File: src/rtl/rotary_pkg.sv
// Shared definitions for the rotary add/subtract sequencer: state codes and operand field widths.
// Optional build macro used by the top level: ROTARY_SEQ_AUTOCLEAR_EN.
package rotary_pkg;

    localparam int DEFAULT_WIDTH = 7;
    localparam int LO_W          = 4;
    localparam int HI_W_DEFAULT  = DEFAULT_WIDTH - LO_W;

    // The high field takes whatever remains of the operand above the 4-bit low field.
    function automatic int hi_width(input int width);
        return width - LO_W;
    endfunction

    typedef enum logic [2:0] {
        ST_IDLE      = 3'd0,
        ST_LOAD_A_HI = 3'd1,
        ST_LOAD_A_LO = 3'd2,
        ST_LOAD_B_HI = 3'd3,
        ST_LOAD_B_LO = 3'd4,
        ST_LOAD_CIN  = 3'd5,
        ST_COMPUTE   = 3'd6,
        ST_SHOW      = 3'd7
    } state_t;

endpackage

File: src/rtl/rotary_add_sequencer_if.sv
// Bus between the encoder front end / LED bank (master) and the add sequencer (slave).
interface rotary_add_sequencer_if #(
    parameter int WIDTH = rotary_pkg::DEFAULT_WIDTH
);

    logic             step_up;
    logic             step_down;
    logic [3:0]       holder;
    logic [WIDTH-1:0] num1;
    logic [WIDTH-1:0] num2;
    logic             cin;
    logic [WIDTH:0]   result;
    logic             result_valid;
    logic             busy;
    logic [7:0]       led;

    modport master (
        output step_up, step_down, holder,
        input  num1, num2, cin, result, result_valid, busy, led
    );

    modport slave (
        input  step_up, step_down, holder,
        output num1, num2, cin, result, result_valid, busy, led
    );

endinterface

File: src/rtl/rca_addsub.sv
// WIDTH-bit ripple-carry adder/subtractor; sub=1 inverts b and injects a carry of 1.
module rca_fa_cell (
    input  logic a,
    input  logic b,
    input  logic ci,
    output logic s,
    output logic co
);

    assign s  = a ^ b ^ ci;
    assign co = (a & b) | (ci & (a ^ b));

endmodule

module rca_addsub
    import rotary_pkg::*;
#(
    parameter int WIDTH = DEFAULT_WIDTH
) (
    input  logic [WIDTH-1:0] a,
    input  logic [WIDTH-1:0] b,
    input  logic             sub,
    output logic [WIDTH:0]   sum
);

    logic [WIDTH:0]   carry;
    logic [WIDTH-1:0] b_eff;

    assign carry[0] = sub;
    assign b_eff    = b ^ {WIDTH{sub}};

    for (genvar i = 0; i < WIDTH; i++) begin : g_cell
        rca_fa_cell u_fa (
            .a  (a[i]),
            .b  (b_eff[i]),
            .ci (carry[i]),
            .s  (sum[i]),
            .co (carry[i+1])
        );
    end

    // Final carry out doubles as the "no borrow" flag when subtracting.
    assign sum[WIDTH] = carry[WIDTH];

endmodule

File: src/rtl/rotary_add_sequencer.sv
// Operand-entry and compute sequencer for the rotary add/subtract datapath.
// Define ROTARY_SEQ_AUTOCLEAR_EN to clear operands and mode when a new entry sequence starts.
module rotary_add_sequencer
    import rotary_pkg::*;
#(
    parameter int WIDTH = DEFAULT_WIDTH
) (
    input  logic                  clk,
    input  logic                  reset,
    rotary_add_sequencer_if.slave bus
);

    localparam int HI_W = hi_width(WIDTH);

    state_t           state;
    logic [WIDTH-1:0] num1_q;
    logic [WIDTH-1:0] num2_q;
    logic             cin_q;
    logic [WIDTH:0]   result_q;
    logic             result_valid_q;
    logic             busy_q;
    logic [7:0]       led_q;
    logic [WIDTH:0]   sum;
    logic [7:0]       led_result;
    logic             up_only;
    logic             down_only;

    assign up_only   = bus.step_up & ~bus.step_down;
    assign down_only = bus.step_down & ~bus.step_up;

    rca_addsub #(.WIDTH(WIDTH)) u_adder (
        .a   (num1_q),
        .b   (num2_q),
        .sub (cin_q),
        .sum (sum)
    );

    // Result zero-extended (or truncated for the 8-bit case) onto the 8 LEDs.
    if (WIDTH + 1 >= 8) begin : g_led_trunc
        assign led_result = result_q[7:0];
    end else begin : g_led_ext
        assign led_result = {{(7 - WIDTH){1'b0}}, result_q};
    end

    always_ff @(posedge clk) begin
        if (reset) begin
            state          <= ST_IDLE;
            num1_q         <= '0;
            num2_q         <= '0;
            cin_q          <= 1'b0;
            result_q       <= '0;
            result_valid_q <= 1'b0;
            busy_q         <= 1'b0;
            led_q          <= 8'h00;
        end else begin
            result_valid_q <= 1'b0;
            busy_q         <= 1'b0;
            if (state == ST_COMPUTE || state == ST_SHOW)
                led_q <= led_result;
            else
                led_q <= {state, 1'b0, bus.holder};

            if (up_only) begin
                unique case (state)
                    ST_IDLE: begin
                        state <= ST_LOAD_A_HI;
`ifdef ROTARY_SEQ_AUTOCLEAR_EN
                        num1_q <= '0;
                        num2_q <= '0;
                        cin_q  <= 1'b0;
`endif
                    end
                    ST_LOAD_A_HI: begin
                        num1_q[WIDTH-1:LO_W] <= bus.holder[HI_W-1:0];
                        state                <= ST_LOAD_A_LO;
                    end
                    ST_LOAD_A_LO: begin
                        num1_q[LO_W-1:0] <= bus.holder;
                        state            <= ST_LOAD_B_HI;
                    end
                    ST_LOAD_B_HI: begin
                        num2_q[WIDTH-1:LO_W] <= bus.holder[HI_W-1:0];
                        state                <= ST_LOAD_B_LO;
                    end
                    ST_LOAD_B_LO: begin
                        num2_q[LO_W-1:0] <= bus.holder;
                        state            <= ST_LOAD_CIN;
                    end
                    ST_LOAD_CIN: begin
                        cin_q  <= bus.holder[0];
                        busy_q <= 1'b1;
                        state  <= ST_COMPUTE;
                    end
                    ST_SHOW: begin
                        state <= ST_LOAD_A_HI;
`ifdef ROTARY_SEQ_AUTOCLEAR_EN
                        num1_q <= '0;
                        num2_q <= '0;
                        cin_q  <= 1'b0;
`endif
                    end
                    default: ;
                endcase
            end else if (down_only) begin
                unique case (state)
                    ST_LOAD_A_HI: state <= ST_IDLE;
                    ST_LOAD_A_LO: state <= ST_LOAD_A_HI;
                    ST_LOAD_B_HI: state <= ST_LOAD_A_LO;
                    ST_LOAD_B_LO: state <= ST_LOAD_B_HI;
                    ST_LOAD_CIN:  state <= ST_LOAD_B_LO;
                    ST_SHOW:      state <= ST_LOAD_CIN;
                    default: ;
                endcase
            end

            // COMPUTE is a fixed single cycle regardless of step inputs.
            if (state == ST_COMPUTE) begin
                result_q       <= sum;
                result_valid_q <= 1'b1;
                state          <= ST_SHOW;
            end
        end
    end

    assign bus.num1         = num1_q;
    assign bus.num2         = num2_q;
    assign bus.cin          = cin_q;
    assign bus.result       = result_q;
    assign bus.result_valid = result_valid_q;
    assign bus.busy         = busy_q;
    assign bus.led          = led_q;

endmodule

File: src/flat_wrapper.sv
// flat-port wrapper written by rule: the top's interface ports become plain ports
module rotary_add_sequencer_flat import rotary_pkg::*;
#(
    parameter int WIDTH = DEFAULT_WIDTH
)
  (clk, reset, bus_step_up, bus_step_down, bus_holder, bus_num1, bus_num2, bus_cin, bus_result, bus_result_valid, bus_busy, bus_led);
  rotary_add_sequencer_if #(.WIDTH(WIDTH)) bus_i ();
  input  logic clk;
  input  logic reset;
  input wire logic [$bits(bus_i.step_up)-1:0] bus_step_up;
  input wire logic [$bits(bus_i.step_down)-1:0] bus_step_down;
  input wire logic [$bits(bus_i.holder)-1:0] bus_holder;
  output wire logic [$bits(bus_i.num1)-1:0] bus_num1;
  output wire logic [$bits(bus_i.num2)-1:0] bus_num2;
  output wire logic [$bits(bus_i.cin)-1:0] bus_cin;
  output wire logic [$bits(bus_i.result)-1:0] bus_result;
  output wire logic [$bits(bus_i.result_valid)-1:0] bus_result_valid;
  output wire logic [$bits(bus_i.busy)-1:0] bus_busy;
  output wire logic [$bits(bus_i.led)-1:0] bus_led;
  assign bus_i.step_up = bus_step_up;
  assign bus_i.step_down = bus_step_down;
  assign bus_i.holder = bus_holder;
  assign bus_num1 = bus_i.num1;
  assign bus_num2 = bus_i.num2;
  assign bus_cin = bus_i.cin;
  assign bus_result = bus_i.result;
  assign bus_result_valid = bus_i.result_valid;
  assign bus_busy = bus_i.busy;
  assign bus_led = bus_i.led;
  rotary_add_sequencer #(.WIDTH(WIDTH)) u_core (.clk(clk), .reset(reset), .bus(bus_i));
endmodule
File: config.mk
export PLATFORM = sky130hd
export DESIGN_NAME = rotary_add_sequencer_flat
export DESIGN_NICKNAME = d
export VERILOG_FILES = /design/src/rtl/rotary_pkg.sv /design/src/rtl/rotary_add_sequencer_if.sv /design/src/rtl/rca_addsub.sv /design/src/rtl/rotary_add_sequencer.sv /design/src/flat_wrapper.sv
export SDC_FILE = /design/constraint.sdc
export NUM_CORES = 1
export LEC_CHECK = 0
export ABC_CLOCK_PERIOD_IN_PS = 6600
export BUFFER_PORTS_ARGS = -buffer_cell sky130_fd_sc_hd__buf_2
export CAP_MARGIN = 0
export CELL_PAD_IN_SITES_DETAIL_PLACEMENT = 1
export CELL_PAD_IN_SITES_GLOBAL_PLACEMENT = 2
export CORE_MARGIN = 5
export CORE_UTILIZATION = 25
export CTS_BUF_LIST = sky130_fd_sc_hd__clkbuf_8
export DETAILED_ROUTE_END_ITERATION = 12
export GPL_ROUTABILITY_DRIVEN = 0
export PLACE_DENSITY_LB_ADDON = 0.05
export SYNTH_ARGS = -nofsm -noshare
export SYNTH_HDL_FRONTEND = slang
export SYNTH_SLANG_ARGS = --single-unit
File: constraint.sdc
create_clock -name clk -period 6.6 [get_ports clk]
set_clock_uncertainty 0.2 [all_clocks]
set_input_delay 0.33 -clock clk [delete_from_list [all_inputs] [get_ports clk]]
set_output_delay 0.33 -clock clk [all_outputs]
set_load 0.005 [all_outputs]
Word-level counts from Yosys, hierarchy flattened
Index checks and enable logic that the tools add are counted.
{ "op_classes": {"n_reduce_logical": 13, "bitwise_logic": 42, "n_eq_ne": 8, "n_mux": 8} }
{ "op_table": {"columns": ["cell", "count"], "rows": [
  ["3-bit one-hot mux with 6 select lines", 2],
  ["1-bit bitwise AND", 16],
  ["1-bit XOR", 14],
  ["3-bit equality test (second input constant)", 4],
  ["2-bit AND reduction", 5],
  ["3-bit 2-to-1 mux", 3],
  ["8-bit 2-to-1 mux", 1],
  ["8-bit != test (second input constant)", 1],
  ["8-bit nonzero test", 1],
  ["1-bit bitwise OR", 7],
  ["7-bit XOR", 1],
  ["3-bit by 2-bit equality test with 1-bit output (second input constant)", 2],
  ["2-bit OR reduction", 3],
  ["1-bit NOT", 4],
  ["3-bit by 1-bit equality test with 1-bit output (second input constant)", 1],
  ["3-bit logical NOT", 1],
  ["3-bit AND reduction", 1],
  ["3-bit nonzero test", 1],
  ["1-bit 2-to-1 mux", 2],
  ["1-bit logical OR", 1]
]} }
{ "totals": {"out_inout_bits": 33, "wordCells": 82, "in_bits": 8, "register_bits": 36} }

Logic depth before layout (Yosys ltp)
{ "logic_depth": {"word_depth": 16, "depth_mapped": 11, "mapped_depth_nobuf": 10} }

Hierarchy
Synthesis repeated with hierarchy kept, for this count alone.
{ "unflattened": {"hier_cells": 163, "area_unflattened_um2": 1640.3} }
{ "by_module_without_submodules": {"columns": ["module", "seq_area_each_um2", "area_each_um2", "cells_per_inst", "instances"], "rows": [
  ["rotary_add_sequencer", 720.7, 1420.1, 147, 1],
  ["rca_fa_cell", 0.0, 20.0, 1, 7],
  ["rca_addsub", 0.0, 80.1, 9, 1]
]} }

Least setup slack after synthesis
Ideal clock, no wire load.
{ "synth_path": {"kind": "reg2reg", "startpoint": "reg u_core.cin_q (netlist: u_core.bus.cin)", "endpoint": "reg u_core.result_q[6] (netlist: u_core.bus.result[6])", "stages_incl_launch_ff": 12, "period_less_slack_ns": 3.657, "setup_time_ns": 0.128, "t_required_ns": 6.272, "path_buffers": 1, "arrival_time_ns": 3.330, "slack_ns": 2.943, "path_cell_list": "dfxtp_1 -> clkbuf_1 -> xnor2_1 -> fa_1 -> fa_1 -> fa_1 -> fa_1 -> fa_1 -> inv_1 -> fa_1 -> mux2i_1 -> nor2_1"} }
{ "synth_via": {"elab_chain_cells": 15, "word_cells_on_any_way": 27, "cone_classes": "bitwise: 27"} }
{ "synth_lines": {"columns": ["element", "line_no", "rtl"], "rows": [
  ["start, declared", "rotary_add_sequencer.sv:18", "logic cin_q;"],
  ["start signal, assigned", "rotary_add_sequencer.sv:90", "cin_q <= bus.holder[0];"],
  ["7-bit XOR", "rca_addsub.sv:30", "assign b_eff = b ^ {WIDTH{sub}};"],
  ["1-bit XOR", "rca_addsub.sv:11", "assign co = (a & b) | (ci & (a ^ b));"],
  ["1-bit bitwise AND", "rca_addsub.sv:11", null],
  ["1-bit bitwise OR", "rca_addsub.sv:11", null],
  ["1-bit bitwise AND", "rca_addsub.sv:11", null],
  ["1-bit bitwise OR", "rca_addsub.sv:11", null],
  ["1-bit bitwise AND", "rca_addsub.sv:11", null],
  ["1-bit bitwise OR", "rca_addsub.sv:11", null],
  ["1-bit bitwise AND", "rca_addsub.sv:11", null],
  ["1-bit bitwise OR", "rca_addsub.sv:11", null],
  ["1-bit bitwise AND", "rca_addsub.sv:11", null],
  ["1-bit bitwise OR", "rca_addsub.sv:11", null],
  ["1-bit bitwise AND", "rca_addsub.sv:11", null],
  ["1-bit bitwise OR", "rca_addsub.sv:11", null],
  ["1-bit XOR (*)", "rca_addsub.sv:10", "assign s = a ^ b ^ ci;"],
  ["via u_core.u_adder.g_cell[6].u_fa.s", "rca_addsub.sv:6", "output logic s,"],
  ["end signal, assigned", "rotary_add_sequencer.sv:118", "result_q <= sum;"],
  ["end, declared", "rotary_add_sequencer.sv:19", "logic [WIDTH:0] result_q;"]
]} }
The timed path passes the listed nets; every way through them passes the cells marked *.
A chain may end at the register's enable or synchronous reset.

Final worst setup path
Same ends and word-level chain as after synthesis.

==> results.toml <==
[outcome]
status = "finished, final reports clean"

[timing]
fmax_ghz = 0.268
fin_tns_setup_ps = 0
min_period_over_period = 0.565
fin_crit_ps = 3730
setup_slack_ps = 2870
drv_slew = 0
hold_viol = 0
max-slew-margin-rel = 0.504
max_slew.worst_pin.slew_ps = 744
setup_viol = 0
rsz0062_at_grt = "false"

[floorplanning]
die_h_um = 93.6
die_w_um = 93.6
rows = 30
core_um2 = 6790
initial_core_util = 0.257
pin_count = 41
die-area_um2 = 8770

[clocking]
cts_buffers = 5
ctsLongestPathBuffers = 2
cts_resized = 0
clockRootBuffer = "clkbuf_8"
cts_max_level = 2
cts_tree = "yes"
cts_sinks = 36
clkTransAtPathRegs_ps = 70
postCtsSetupRepairBufs = 0
cts_hold_buf = 0
clk_latency_ps = 280

[final_layout]
final_common_cell = "buf_2"
instances_no_fill = 314
n_antenna_cell = 0
fill_cells = 803
multi_input_area_um2 = 858
layout-drive-gt1-share = 0.257
final_cell_mix = "buf_2 (40), dfxtp_1 (36), nand3_1 (22)"
seq_area_um2 = 721
area_delta_synth_final_pct = 16.5
fin_nets = 231

[setup_path]
reg2reg_depth = 10
worstPathArrival_ps = 3680
r2r_slack_ps = 2870
reg2reg_to = "u_core.bus.result[6]"
cp-end-kind = "flop"
regToRegStartpoint = "u_core.bus.cin"
path_class = "reg -> reg"
cp-start-kind = "flop"
crit_slowest_cell = "dfxtp_1"
path_cells = "xnor2_1 > fa_1 > fa_1 > fa_1 > fa_1 > fa_1 > inv_1 > fa_1 > mux2i_1 > nor2_1"
worstPathRequired_ps = 6550
max_stage_delay_ps = 570
crit_fanout = 9
path_common_cell = "fa_1"

[global_route]
grt_overflow = 0
grtUsageTotal = 0.131
grt_pass1_vias = 1547
grt_pass1_wl_mm = 8.87
grt_max_degree = 35
antenna_found_initial = 0

[drt]
wl_mm = 5.38
viasPerCell = 4.66
drc = 0
drt-initial-drc-count = 25
routedWlPerCell_um = 17.1
postRouteAntennaNets = 0
drtPass1Iterations = 3
via_count = 1464

[placed_design]
dp.cells = 306
portBuffers = 40
post-dp-hpwl_mm = 3.92
dpl_worst_slack_ps = 2870

[power_and_ir_drop]
power.density_nw_per_um2 = 202
peakVddDrop_mv = 0.0654
leakagePower_nw = 0.763

[synth]
synth_cell_types = 38
postSynth.asyncResetShare = 0
ys.flop_type = "dfxtp_1"
syn_area_um2 = 1750
yosysWarnings = 0
ys_seq_area_frac = 0.412
syn_inst = 190
synth.net_count = 204
ys_ff_latch = 36
syn_avg_cell_area_um2 = 9.21
synth_edf_count = 0

[hold_path]
min-delay-path-class = "in -> reg"
holdPathEnd = "u_core.bus.num2[3]"
hold_path_startpoint = "bus_holder[3]"
hold_depth = 3

[job]
max_cap_violations = 0
## where the power goes
part	total (mW)	switching, mW	internal (mW)
registers	0.223	0.00266	0.220
clock network	0.162	0.0786	0.0833
logic	0.0264	0.0182	0.00828
## cell usage after synthesis, drive strengths merged, types with 3 or more instances
| cell type | count | area [µm²] |
|---|---|---|
| nand3 | 22 | 110 |
| a211oi | 6 | 70.1 |
| o21ai | 17 | 85.1 |
| a21oi | 20 | 100 |
| nand2 | 6 | 22.5 |
| nor2 | 7 | 26.3 |
| buf | 16 | 114 |
| xnor2 | 6 | 52.6 |
| dfxtp | 36 | 721 |
| fa | 6 | 120 |
| nand2b | 4 | 25.0 |
| clkbuf | 5 | 18.8 |
| mux2i | 3 | 30.0 |
| inv | 10 | 37.5 |
## area by class of cell
class | count | share of cell area
clock buffers | 6 | 0.0405
repair buffers | 41 | 0.102
well taps | 96 | 0.0590
multi-input cells | 123 | 0.421
inverters | 10 | 0.0184
clock inverters | 2 | 0.00491
flip-flops and latches | 36 | 0.354
## routing by layer
metal	vias to the layer above	wire length, µm	GRT usage
met5	-	0	0
met4	0	61	0.0373
met1	726	2560	0.178
met3	7	196	0.0290
li1	704	-	-
met2	27	2560	0.206
## cell families after synthesis
kind of cell,Yosys count,synth area share
flip-flops,36,0.412
buffers and inverters,31,0.0973
adder cells (fa/ha/maj),6,0.0687
multiplexers,3,0.0172
AO/OA/AOI/OAI,51,0.182
XOR/XNOR,7,0.0351
AND/OR/NAND/NOR,56,0.187
## sequential cells by signal, indices dropped and copies added, names as in the netlist
name,flops
u_core.state,3
u_core.bus.busy,1
u_core.bus.num2,7
u_core.bus.num1,7
u_core.bus.result,8
u_core.bus.result_valid,1
u_core.bus.cin,1
u_core.bus.led,8
## worst max-delay path, delay by kind of cell (launching register included)
| family | cells | cell delay [ps] |
|---|---|---|
| muxes | 1 | 150 |
| DFF | 1 | 570 |
| xor gates and xnor gates | 1 | 160 |
| buffers and inverters | 1 | 80 |
| and+or+nand+nor | 1 | 50 |
| adders and majority gates | 6 | 2400 |
## stage by stage
stage	util	cell area, µm²	total power [mW]	hold WS [ps]
4_1_cts	0.300	2040	0.421	122
5_1_grt	0.300	2040	0.434	135
6_report	0.300	2040	0.411	126
2_1_floorplan	-	1750	0.243	263
3_5_place_dp	0.286	1940	0.254	281
3_3_place_gp	0.286	1940	0.254	272
## how the worst max path moves through the flow
stage,startpoint,end,cells past startpoint
2_1_floorplan,u_core.bus.cin,u_core.bus.result[6],11
3_3_place_gp,u_core.bus.cin,u_core.bus.result[6],10
3_5_place_dp,u_core.bus.cin,u_core.bus.result[6],10
4_1_cts,u_core.bus.cin,u_core.bus.result[6],10
5_1_grt,u_core.bus.cin,u_core.bus.result[6],10
6_report,u_core.bus.cin,u_core.bus.result[6],10
No activity file was read; power rests on OpenSTA's default activity.
